===== config.mk =====
export PLATFORM = sky130hd
export DESIGN_NAME = scarf_spi_initiator
export DESIGN_NICKNAME = d
export VERILOG_FILES = /design/src/rtl/scarf_spi_initiator.sv
export SDC_FILE = /design/constraint.sdc
export NUM_CORES = 1
export LEC_CHECK = 0
export BUFFER_PORTS_ARGS = -buffer_cell sky130_fd_sc_hd__buf_2
export CORE_ASPECT_RATIO = 1.1
export CORE_MARGIN = 2
export CORE_UTILIZATION = 34
export CTS_CLUSTER_SIZE = 40
export DETAILED_ROUTE_END_ITERATION = 8
export MAX_ROUTING_LAYER = met4
export PLACE_DENSITY_LB_ADDON = 0.12
export SETUP_SLACK_MARGIN = 0.15
export SLEW_MARGIN = 20
export SYNTH_ARGS = -nofsm -noshare
export SYNTH_HDL_FRONTEND = slang
export SYNTH_SLANG_ARGS = --single-unit

===== constraint.sdc =====
create_clock -name clk -period 4.1 [get_ports clk]
set_input_delay 0.82 -clock clk [delete_from_list [all_inputs] [get_ports clk]]
set_output_delay 0.82 -clock clk [all_outputs]
set_load 0.05 [all_outputs]

===== src/rtl/scarf_spi_initiator.sv =====
// SCARF SPI initiator: sends header {rnw, slave_id}, then cmd_len payload bytes.
// SPI mode 0, MSB first. Every payload byte captured on miso is returned on the rx stream.
module scarf_spi_initiator #(
   parameter int unsigned CLK_DIV  = 4,
   parameter int unsigned CS_SETUP = 2,
   parameter int unsigned CS_HOLD  = 2,
   parameter int unsigned CS_GAP   = 4,
   parameter int unsigned LEN_W    = 16
) (
   input  logic             clk,
   input  logic             reset,
   input  logic             cmd_valid,
   output logic             cmd_ready,
   input  logic             cmd_rnw,
   input  logic [6:0]       cmd_slave_id,
   input  logic [LEN_W-1:0] cmd_len,
   input  logic [7:0]       tx_data,
   input  logic             tx_valid,
   output logic             tx_ready,
   output logic [7:0]       rx_data,
   output logic             rx_valid,
   output logic             busy,
   output logic             done,
   output logic             sclk,
   output logic             ss_n,
   output logic             mosi,
   input  logic             miso
);

   localparam int unsigned T_A   = (2 * CLK_DIV > CS_SETUP) ? 2 * CLK_DIV : CS_SETUP;
   localparam int unsigned T_B   = (CS_HOLD > CS_GAP) ? CS_HOLD : CS_GAP;
   localparam int unsigned T_MAX = (T_A > T_B) ? T_A : T_B;
   localparam int unsigned CNT_W = $clog2(T_MAX + 1);

   typedef enum logic [2:0] {StIdle, StSetup, StShift, StLoad, StHold, StGap} state_t;

   state_t           state_q, state_d;
   logic [CNT_W-1:0] cnt_q;
   logic [2:0]       bit_q;
   logic [LEN_W-1:0] rem_q;
   logic [6:0]       sh_tx_q;
   logic [6:0]       sh_rx_q;
   logic             hdr_q;
   logic             sclk_q, ss_n_q, mosi_q, done_q, rx_valid_q;
   logic [7:0]       rx_data_q;

   logic rise_edge, fall_edge, byte_end;

   assign rise_edge = (state_q == StShift) && (cnt_q == CNT_W'(CLK_DIV - 1));
   assign fall_edge = (state_q == StShift) && (cnt_q == CNT_W'(2 * CLK_DIV - 1));
   assign byte_end  = fall_edge && (bit_q == 3'd7);

   always_ff @(posedge clk or posedge reset) begin
      if (reset) begin
         state_q <= StIdle;
      end else begin
         state_q <= state_d;
      end
   end

   always_comb begin
      state_d = state_q;
      case (state_q)
         StIdle:  if (cmd_valid) state_d = StSetup;
         StSetup: if (cnt_q == CNT_W'(CS_SETUP - 1)) state_d = StShift;
         StShift: if (byte_end) state_d = (rem_q != '0) ? StLoad : StHold;
         StLoad:  if (tx_valid) state_d = StShift;
         StHold:  if (cnt_q == CNT_W'(CS_HOLD - 1)) state_d = StGap;
         StGap:   if (cnt_q == CNT_W'(CS_GAP - 1)) state_d = StIdle;
         default: state_d = StIdle;
      endcase
   end

   always_comb begin
      cmd_ready = (state_q == StIdle);
      tx_ready  = (state_q == StLoad);
      busy      = (state_q != StIdle);
   end

   // Datapath: phase timer, shifters and the registered SPI pins.
   always_ff @(posedge clk or posedge reset) begin
      if (reset) begin
         cnt_q      <= '0;
         bit_q      <= '0;
         rem_q      <= '0;
         sh_tx_q    <= '0;
         sh_rx_q    <= '0;
         hdr_q      <= 1'b0;
         sclk_q     <= 1'b0;
         ss_n_q     <= 1'b1;
         mosi_q     <= 1'b0;
         done_q     <= 1'b0;
         rx_valid_q <= 1'b0;
         rx_data_q  <= '0;
      end else begin
         rx_valid_q <= 1'b0;
         done_q     <= 1'b0;
         ss_n_q     <= !(state_d inside {StSetup, StShift, StLoad, StHold});
         if (state_d != state_q || fall_edge) begin
            cnt_q <= '0;
         end else if (state_q != StIdle && state_q != StLoad) begin
            cnt_q <= cnt_q + CNT_W'(1);
         end
         case (state_q)
            StIdle: begin
               if (cmd_valid) begin
                  mosi_q  <= cmd_rnw;
                  sh_tx_q <= cmd_slave_id;
                  rem_q   <= cmd_len;
                  hdr_q   <= 1'b1;
                  bit_q   <= '0;
               end
            end
            StShift: begin
               if (rise_edge) begin
                  sclk_q  <= 1'b1;
                  sh_rx_q <= {sh_rx_q[5:0], miso};
                  if (bit_q == 3'd7 && !hdr_q) begin
                     rx_valid_q <= 1'b1;
                     rx_data_q  <= {sh_rx_q, miso};
                  end
               end
               if (fall_edge) begin
                  sclk_q <= 1'b0;
                  bit_q  <= bit_q + 3'd1;
                  // Keep bit0 on mosi across LOAD/HOLD; nothing samples it there.
                  if (bit_q != 3'd7) begin
                     mosi_q  <= sh_tx_q[6];
                     sh_tx_q <= {sh_tx_q[5:0], 1'b0};
                  end
               end
            end
            StLoad: begin
               if (tx_valid) begin
                  mosi_q  <= tx_data[7];
                  sh_tx_q <= tx_data[6:0];
                  rem_q   <= rem_q - LEN_W'(1);
                  hdr_q   <= 1'b0;
               end
            end
            StGap: begin
               if (state_d == StIdle) begin
                  done_q <= 1'b1;
                  mosi_q <= 1'b0;
               end
            end
            default: ;
         endcase
      end
   end

   assign sclk     = sclk_q;
   assign ss_n     = ss_n_q;
   assign mosi     = mosi_q;
   assign done     = done_q;
   assign rx_valid = rx_valid_q;
   assign rx_data  = rx_data_q;

endmodule


==> qor.csv, run 1 <==
stage;metric;value;unit
clock_tree;clock sink count;54;
global_route;number of global-route vias before repair;2318;
logic_synthesis;Post-Synthesis Cells;312;
timing;Max Clk Rate;317;MHz
critical_path;WP data arrival;2330;ps
timing;worst-margin pin slew;844;ps
logic_synthesis;Async S/R FF share, synth;1.00;
floorplan;Die Y;103;um
logic_synthesis;Seq/Total Area, Yosys;0.448;
timing;min cycle time layout;3150;ps
min_path;Hold WC Path Type;register to register;
power_and_ir_drop;switching pwr;0.975;mW
power_and_ir_drop;largest vdd supply drop;312;uV
drt;Pre-Repair DR Iteration Count;4;
critical_path;Worst Setup EP;tx_ready;
layout;commonest non-fill, non-tap cell in the layout;dfrtp_1;
critical_path;crit path kind;register to output pin;
floorplan;std cell rows;36;
global_route;GRT overflow;0;
critical_path;WP data required;3280;ps
timing;Clock Skews;4.01;ps
clock_tree;H-tree depth;2;
floorplan;die width;93.8;um
clock_tree;cells resized by post-CTS repair;0;
clock_tree;clk buf depth;2;
logic_synthesis;Netlist Area Pre-Place;3020;um^2
global_route;largest net degree at the start of global routing;30;
timing;Pins Over Slew Limit;0;
floorplan;IO Pins;53;
floorplan;Initial Util;0.345;
place;GP Congestion;0.793;
power_and_ir_drop;power per standard cell area;678;nW/um^2
timing;Final Hold Vio Count;0;
power_and_ir_drop;total power;2.36;mW
timing;Worst slew margin;0.437;
clock_tree;register clock-pin slew on the reported worst setup and hold paths;100;ps
drt;Routed WL;6.79;mm
logic_synthesis;Post-synth EDFFs;0;
timing;Setup TNS;0;ps
drt;DRC viols;0;
timing;RSZ-0062 raised after global routing;no;
floorplan;die area;9650;um^2
critical_path;R2R setup slack;1320;ps
critical_path;worst-path maximum fanout;22;
timing;final worst-path cycle share;0.769;
power_and_ir_drop;part of the total power dissipated in the clock network;0.158;
logic_synthesis;Mean Syn Cell Area;9.67;um^2
global_route;initial antenna violation count;0;
layout;Layout Nets;398;
floorplan;area of the core;8740;um^2
critical_path;WP buf/inv;3;
drt;Final ANT Viol Nets;0;
clock_tree;CTS Buf Count;5;
critical_path;r2r endpoint;rx_data[0];
clock_tree;Clock Tree Root;clkbuf_8;
drt;Vias;2425;
critical_path;crit path cell chain;nand2b_1 > or2_0 > buf_4 > inv_1 > buf_2;
logic_synthesis;Ys Warns;0;
critical_path;Worst setup EP type;output pin;
drt;drt first-iter violations;118;
power_and_ir_drop;Flop pwr share;0.408;
min_path;WHS Path Cells;2;
run;Max Cap Viol;0;
critical_path;worst r2r path cells;5;
drt;vias per cell;5.16;
logic_synthesis;Synth Flop Type;dfrtp_1;
layout;P&R area growth vs syn;15.2;%
status;outcome;finished, final reports clean;
clock_tree;postcts setup bufs;0;
clock_tree;count of hold-fix buffers inserted at cts;0;
critical_path;crit path from;state_q[1];
timing;Setup Viol. Count Final;0;
critical_path;Max stage delay cell, worst path;dfrtp_1;
power_and_ir_drop;Comb pwr share;0.434;
critical_path;Crit. path cell count;5;
power_and_ir_drop;Leakage;1.58;nW
global_route;first-pass GRT wire length;11.4;mm
layout;commonest cells after routing, fill and taps aside;dfrtp_1 (53), buf_2 (52), nand2_1 (33);
place;Detailed Place HPWL;4.92;mm
critical_path;CP peak stage delay;720;ps
clock_tree;CTS tree;built;
drt;wire per inst;14.4;um
logic_synthesis;syn_nets;355;
clock_tree;Clk Latency, worst-skew pair;300;ps
logic_synthesis;Netlist cell types;55;
critical_path;Top Family by Delay on Critical Path;simple AND/OR/NAND/NOR gates;
power_and_ir_drop;Switching Fraction;0.414;
global_route;gr usage total;0.153;
layout;Ant. Diodes;0;
place;number of buffers added on ports;52;
logic_synthesis;synthesis-stage register bit count;54;
layout;layout cell share with drive strength beyond 1;0.267;
power_and_ir_drop;P_int;1.38;mW
critical_path;CP Launch Type;register;
critical_path;RR Startpoint;state_q[0];
layout make-up:
class | instances | area (um^2)
clock buffer | 7 | 86.3
multi-input combinational | 228 | 1540
inverter | 10 | 37.5
timing repair buffer | 56 | 290
tap | 114 | 143
clock inverter | 1 | 30.0
fill | 923 | 5260
sequential | 54 | 1350
cells by family after synthesis:
kind of cell	Yosys count	synth area share
compound gates	80	0.159
xor+xnor	5	0.0145
fa+ha+maj	6	0.0249
buf+inv	30	0.0427
flops	54	0.448
mux	29	0.116
simple gates	108	0.195
state kept, by name (all words and copies together) (netlist names), 3 cells and up:
signal,cells
rem_q,16
rx_data,8
sh_rx_q,7
sh_tx_q,7
cnt_q,4
bit_q,3
state_q,3
tightest hold or removal path, delay by kind of cell, from the launching register on:
family / cells / cell delay, ps
flops: 1 / 360
simple gates: 1 / 50
compound gates: 1 / 60
worst min path at each step:
stage	startpoint	slack, ps	end
2_1_floorplan	bit_q[1]	450	bit_q[1]
5_1_grt	rx_data[4]	530	rx_data[4]
4_1_cts	bit_q[1]	500	bit_q[1]
3_3_place_gp	bit_q[1]	470	bit_q[1]
6_report	bit_q[1]	500	bit_q[1]
3_5_place_dp	bit_q[1]	480	bit_q[1]
metal layers:
layer / track usage / part of all wire
met5: - / 0
met2: 0.241 / 0.48
met4: 0.0334 / 0.0040
met3: 0.0263 / 0.029
met1: 0.209 / 0.49
cell usage after synthesis, types with 4 or more instances:
| cell type | number | area (um^2) |
|---|---|---|
| or3_1 | 4 | 25.0 |
| mux2i_1 | 6 | 60.1 |
| mux2_4 | 8 | 120 |
| ha_1 | 6 | 75.1 |
| nand3_1 | 7 | 35.0 |
| clkbuf_1 | 17 | 63.8 |
| a22oi_1 | 4 | 30.0 |
| nor3_1 | 11 | 55.1 |
| nor2_1 | 17 | 63.8 |
| nor2b_1 | 4 | 25.0 |
| nor4_1 | 4 | 25.0 |
| o21ai_0 | 30 | 150 |
| o211ai_1 | 4 | 30.0 |
| inv_1 | 10 | 37.5 |
| dfrtp_1 | 53 | 1330 |
| mux2_2 | 15 | 169 |
| o2bb2ai_1 | 5 | 43.8 |
| xnor2_1 | 4 | 35.0 |
| a21oi_1 | 20 | 100 |
| nand2_1 | 33 | 124 |
metrics by stage:
step	cells	utilization	worst slack (ps)	instance area, um^2	hold slack, ps
after floorplan	312	-	1390	3020	454
after global placement	462	0.384	1290	3360	468
after detailed placement	462	0.384	1230	3360	480
after CTS	470	0.398	884	3480	503
after global routing	470	0.398	685	3480	528
final	470	0.398	947	3480	497
power by group through the flow:
stage                     logic, mW  registers (mW)  clock network, mW
after CTS                      1.04           0.961              0.391
after global routing           1.17            1.00              0.407
after floorplan               0.845           0.911                  0
after global placement         1.02           0.967                  0
final                          1.02           0.961              0.373
after detailed placement       1.04           0.971                  0
Power figures use the tool's default switching activity.
==> run 2, diff against run 1 <==
clock period = 3 ns   (was 4.1 ns; I/O delays follow)
==> qor.csv, run 2 (synthesis gave the netlist of run 1 again) <==
stage;metric;value;unit;change
global_route;number of global-route vias before repair;2301;;-0.73%
critical_path;Max stage delay cell, worst path;or3b_1;;
drt;Vias;2426;;+0.041%
power_and_ir_drop;largest vdd supply drop;520;uV;+67%
floorplan;Initial Util;0.345;;unchanged
timing;final worst-path cycle share;0.851;;
layout;P&R area growth vs syn;16.2;%;
layout;Reg with most FFs;rem_q;;
timing;worst-margin pin slew;710;ps;-134 ps
drt;vias per cell;5.11;;-1.0%
layout;Multi-input gate area;1540;um^2;unchanged
layout;number of flip-flops in the largest register;16;;unchanged
layout;register area;1350;um^2;unchanged
critical_path;WP data required;3200;ps;-80 ps
power_and_ir_drop;total power;3.23;mW;+37%
timing;Worst slew margin;0.527;;+0.0891
place;GP Congestion;0.759;;-4.3%
global_route;largest net degree at the start of global routing;55;;+83%
status;outcome;finished, final reports clean;;
timing;Setup Viol. Count Final;0;;unchanged
layout;commonest non-fill, non-tap cell in the layout;dfrtp_1;;
critical_path;CP Launch Type;register;;
drt;DRC viols;0;;unchanged
timing;min cycle time layout;2550;ps;
clock_tree;cells resized by post-CTS repair;0;;unchanged
global_route;initial antenna violation count;0;;unchanged
critical_path;crit path cell chain;ha_1 > or2b_1 > or3_1 > or3b_1 > mux2_4;;
critical_path;worst-path maximum fanout;9;;-59%
clock_tree;clk buf depth;2;;unchanged
place;Detailed Place HPWL;4.86;mm;-1.1%
clock_tree;register clock-pin slew on the reported worst setup and hold paths;100;ps;about the same
power_and_ir_drop;Leakage;1.60;nW;+1.2%
global_route;GRT overflow;0;;unchanged
critical_path;RR Startpoint;cnt_q[0];;
layout;Layout Nets;403;;+1.3%
floorplan;die area;9650;um^2;unchanged
critical_path;worst r2r path cells;5;;unchanged
clock_tree;clock sink count;54;;unchanged
clock_tree;postcts setup bufs;0;;unchanged
layout;final core occ;0.401;;+0.00358
critical_path;crit path kind;register to register;;
timing;final hold slack;476;ps;-21.3 ps
clock_tree;Clk Latency, worst-skew pair;310;ps;about the same
floorplan;std cell rows;36;;unchanged
drt;Final ANT Viol Nets;0;;unchanged
place;Post-Place Worst Slack;441;ps;-791 ps
clock_tree;CTS tree;built;;
floorplan;Die Y;103;um;unchanged
critical_path;WP buf/inv;0;;-3
critical_path;Top Family by Delay on Critical Path;simple AND/OR/NAND/NOR gates;;
global_route;met1 Usage GRT;0.209;;+0.000559
timing;Final Hold Vio Count;0;;unchanged
timing;Clock Skews;4.72;ps;+0.708 ps
timing;Setup TNS;0;ps;unchanged
critical_path;WP data arrival;2760;ps;+430 ps
timing;Pins Over Slew Limit;0;;unchanged
timing;worst setup margin;446;ps;-501 ps
global_route;met2 GRT Util;0.248;;+0.00769
drt;Routed WL;6.80;mm;+0.15%
layout;layout cell share with drive strength beyond 1;0.277;;+0.0102
floorplan;die width;93.8;um;unchanged
layout;final-layout fill cell count;912;;-1.2%
clock_tree;CTS Buf Count;5;;unchanged
critical_path;r2r endpoint;rx_data[4];;
timing;Max Clk Rate;391;MHz;
min_path;Hold WC Path Type;primary input to async pin;;
floorplan;IO Pins;53;;unchanged
drt;drt first-iter violations;146;;+24%
power_and_ir_drop;power per standard cell area;921;nW/um^2;+36%
layout;Ant. Diodes;0;;unchanged
clock_tree;count of hold-fix buffers inserted at cts;0;;unchanged
critical_path;R2R setup slack;450;ps;-870 ps
layout;commonest cells after routing, fill and taps aside;dfrtp_1 (53), buf_2 (52), nand2_1 (33);;
global_route;GR peak layer;met2;;
drt;wire per inst;14.3;um;-0.91%
global_route;global-route track usage on met3;0.0263;;unchanged
run;Max Cap Viol;0;;unchanged
critical_path;Worst setup EP type;register;;
global_route;gr usage total;0.157;;+0.00387
global_route;first-pass GRT wire length;11.5;mm;+0.54%
clock_tree;H-tree depth;2;;unchanged
clock_tree;Clock Tree Root;clkbuf_8;;
drt;Pre-Repair DR Iteration Count;4;;unchanged
floorplan;area of the core;8740;um^2;unchanged
timing;RSZ-0062 raised after global routing;no;;
place;number of buffers added on ports;52;;unchanged
critical_path;CP peak stage delay;630;ps;-90 ps
==> run 2: through the flow <==
| step | instance area, um^2 | cells |
|---|---|---|
| 6_report | 3510 | 475 |
| 5_1_grt | 3510 | 475 |
| 4_1_cts | 3510 | 475 |
| 3_3_place_gp | 3400 | 467 |
| 2_1_floorplan | 3020 | 312 |
| 3_5_place_dp | 3400 | 467 |
==> run 2: how the worst max path moves through the flow <==
| stage | start | endpoint | slack [ps] | cells after the start |
|---|---|---|---|---|
| floorplan | state_q[0] | cmd_ready | 510 | 4 |
| global placement | cnt_q[0] | rx_data[0] | 500 | 5 |
| detailed placement | cnt_q[0] | rx_data[0] | 440 | 5 |
| CTS | cnt_q[0] | rx_data[4] | 430 | 5 |
| global route | cnt_q[0] | rx_data[6] | 320 | 5 |
| finish | cnt_q[0] | rx_data[4] | 450 | 5 |
==> run 2: area by class of cell <==
type / instances / area share
timing repair buffer: 61 / 0.0935
clock buffer: 6 / 0.0207
multi-input combinational: 228 / 0.438
sequential: 54 / 0.386
inverter: 10 / 0.0107
tap: 114 / 0.0407
clock inverter: 2 / 0.0107
==> run 2: worst min-delay path, delay by kind of cell <==
family,cells,cell delay [ps]
buf+inv,3,690
==> run 2: routing by layer <==
layer / wire [um] / part of all wire
met2: 3240 / 0.48
met5: 0 / 0
met3: 235 / 0.035
met1: 3240 / 0.48
met4: 83 / 0.012
==> run 2: where the power goes <==
| group | leakage [nW] | internal [mW] | switching (mW) |
|---|---|---|---|
| logic | 0.872 | 0.638 | 0.841 |
| clock network | 0.0514 | 0.250 | 0.249 |
| registers | 0.676 | 0.999 | 0.253 |
==> run 3, diff against run 2 <==
clock period = 2.7 ns   (was 3 ns; I/O delays follow)
==> qor.csv, run 3 (synthesis gave the netlist of run 1 again) <==
stage;metric;value;unit;change
status;outcome;finished, final reports clean;;
layout;P&R area growth vs syn;16.8;%;
global_route;global-route track usage on met3;0.0212;;-0.00512
timing;Final Hold Vio Count;0;;unchanged
timing;RSZ-0062 raised after global routing;no;;
power_and_ir_drop;switching pwr;1.50;mW;+11%
run;Max Cap Viol;0;;unchanged
floorplan;IO Pins;53;;unchanged
clock_tree;Clock Tree Root;clkbuf_8;;
layout;layout cell share with drive strength beyond 1;0.284;;+0.00674
drt;Routed WL;6.94;mm;+2.1%
global_route;met2 GRT Util;0.261;;+0.0126
floorplan;std cell rows;36;;unchanged
drt;Vias;2454;;+1.2%
power_and_ir_drop;Flop pwr share;0.389;;about the same
place;GP Congestion;0.796;;+4.9%
layout;number of flip-flops in the largest register;16;;unchanged
global_route;gr usage total;0.160;;+0.00307
layout;final core occ;0.403;;+0.00215
floorplan;Die Y;103;um;unchanged
floorplan;die width;93.8;um;unchanged
global_route;GR peak layer;met2;;
global_route;met1 Usage GRT;0.209;;-0.000828
layout;Layout Nets;405;;+0.50%
power_and_ir_drop;power per standard cell area;1020;nW/um^2;+11%
clock_tree;count of hold-fix buffers inserted at cts;0;;unchanged
layout;commonest cells after routing, fill and taps aside;dfrtp_1 (53), buf_2 (52), nand2_1 (33);;
clock_tree;Clk Latency, worst-skew pair;310;ps;about the same
power_and_ir_drop;Comb pwr share;0.457;;about the same
timing;Worst slew margin;0.667;;+0.140
min_path;Hold WC Path Type;primary input to async pin;;
power_and_ir_drop;part of the total power dissipated in the clock network;0.154;;about the same
timing;Clock Skews;7.85;ps;+3.13 ps
drt;drt first-iter violations;86;;-41%
floorplan;area of the core;8740;um^2;unchanged
timing;final worst-path cycle share;0.876;;
global_route;initial antenna violation count;0;;unchanged
drt;Pre-Repair DR Iteration Count;4;;unchanged
layout;Ant. Diodes;0;;unchanged
critical_path;CP Launch Type;register;;
power_and_ir_drop;largest vdd supply drop;510;uV;-1.9%
global_route;GRT overflow;0;;unchanged
clock_tree;CTS tree;built;;
critical_path;WP data required;2160;ps;-1040 ps
power_and_ir_drop;Leakage;1.61;nW;+0.50%
layout;non-filler instance count after layout;477;;+0.42%
drt;Final ANT Viol Nets;0;;unchanged
layout;commonest non-fill, non-tap cell in the layout;dfrtp_1;;
layout;final-layout fill cell count;913;;+0.11%
drt;DRC viols;0;;unchanged
place;number of buffers added on ports;52;;unchanged
global_route;number of global-route vias before repair;2416;;+5.0%
drt;vias per cell;5.14;;+0.73%
timing;Setup Viol. Count Final;0;;unchanged
clock_tree;clock sink count;54;;unchanged
clock_tree;clk buf depth;2;;unchanged
clock_tree;cells resized by post-CTS repair;0;;unchanged
timing;min cycle time layout;2370;ps;
place;Cells after DPL;469;;+0.43%
floorplan;die area;9650;um^2;unchanged
critical_path;crit path kind;register to output pin;;
place;Detailed Place HPWL;5.09;mm;+4.7%
critical_path;R2R setup slack;340;ps;-110 ps
global_route;first-pass GRT wire length;11.8;mm;+2.7%
floorplan;Initial Util;0.345;;unchanged
timing;worst-margin pin slew;496;ps;-214 ps
critical_path;Worst setup EP type;output pin;;
layout;Reg with most FFs;rem_q;;
power_and_ir_drop;P_int;2.10;mW;+11%
timing;Max Clk Rate;423;MHz;
drt;wire per inst;14.6;um;+1.7%
clock_tree;H-tree depth;2;;unchanged
critical_path;worst-path maximum fanout;20;;+11
power_and_ir_drop;Switching Fraction;0.416;;about the same
critical_path;WP data arrival;1830;ps;-930 ps
global_route;largest net degree at the start of global routing;23;;-58%
clock_tree;postcts setup bufs;0;;unchanged
timing;Setup TNS;0;ps;unchanged
clock_tree;register clock-pin slew on the reported worst setup and hold paths;100;ps;about the same
timing;Pins Over Slew Limit;0;;unchanged
timing;final hold slack;241;ps;-234 ps
clock_tree;CTS Buf Count;5;;unchanged
run 3: area by class of cell:
cell class,count,area (um^2),area share
flip-flops and latches,54,1350,0.384
clock inverters,3,45.0,0.0128
multi-input cells,228,1540,0.436
repair buffers,63,343,0.0972
clock buffers,5,68.8,0.0195
well taps,114,143,0.0405
inverters,10,37.5,0.0106
run 3: worst max-delay path, cell delays in order, from the launching register on:
cell and delay (ps):
dfrtp_1 450, buf_4 240, or3_1 430, inv_1 130
buf_2 270
run 3: metrics by stage:
stage,power (mW),cell area (um^2),worst slack [ps]
finish,3.60,3530,334
global route,3.92,3530,183
CTS,3.65,3530,300
detailed placement,3.09,3410,358
global placement,3.06,3410,393
floorplan,2.67,3020,274
run 3: worst paths after layout:
check | start | end | depth (start not counted)
worst min register to register | bit_q[2] | bit_q[2] | 2
max in group asynchronous | reset | ss_n | 3
worst max register to register | cnt_q[0] | rx_data[7] | 5
worst min-delay path | reset | rem_q[8] | 2
worst max-delay path | state_q[0] | cmd_ready | 4
min in group clk | cmd_len[0] | rem_q[0] | 3
run 3: layer usage:
metal | part of all wire | vias to the layer above
li1 | - | 1222
met1 | 0.47 | 1172
met2 | 0.47 | 54
met3 | 0.038 | 6
met4 | 0.013 | 0
met5 | 0 | -
run 3: power groups by stage:
stage	combinational, mW	clock (mW)	sequential [mW]
after CTS	1.67	0.581	1.40
after detailed placement	1.67	0	1.42
after global routing	1.86	0.608	1.46
final	1.64	0.556	1.40
after floorplan	1.28	0	1.38
after global placement	1.65	0	1.41
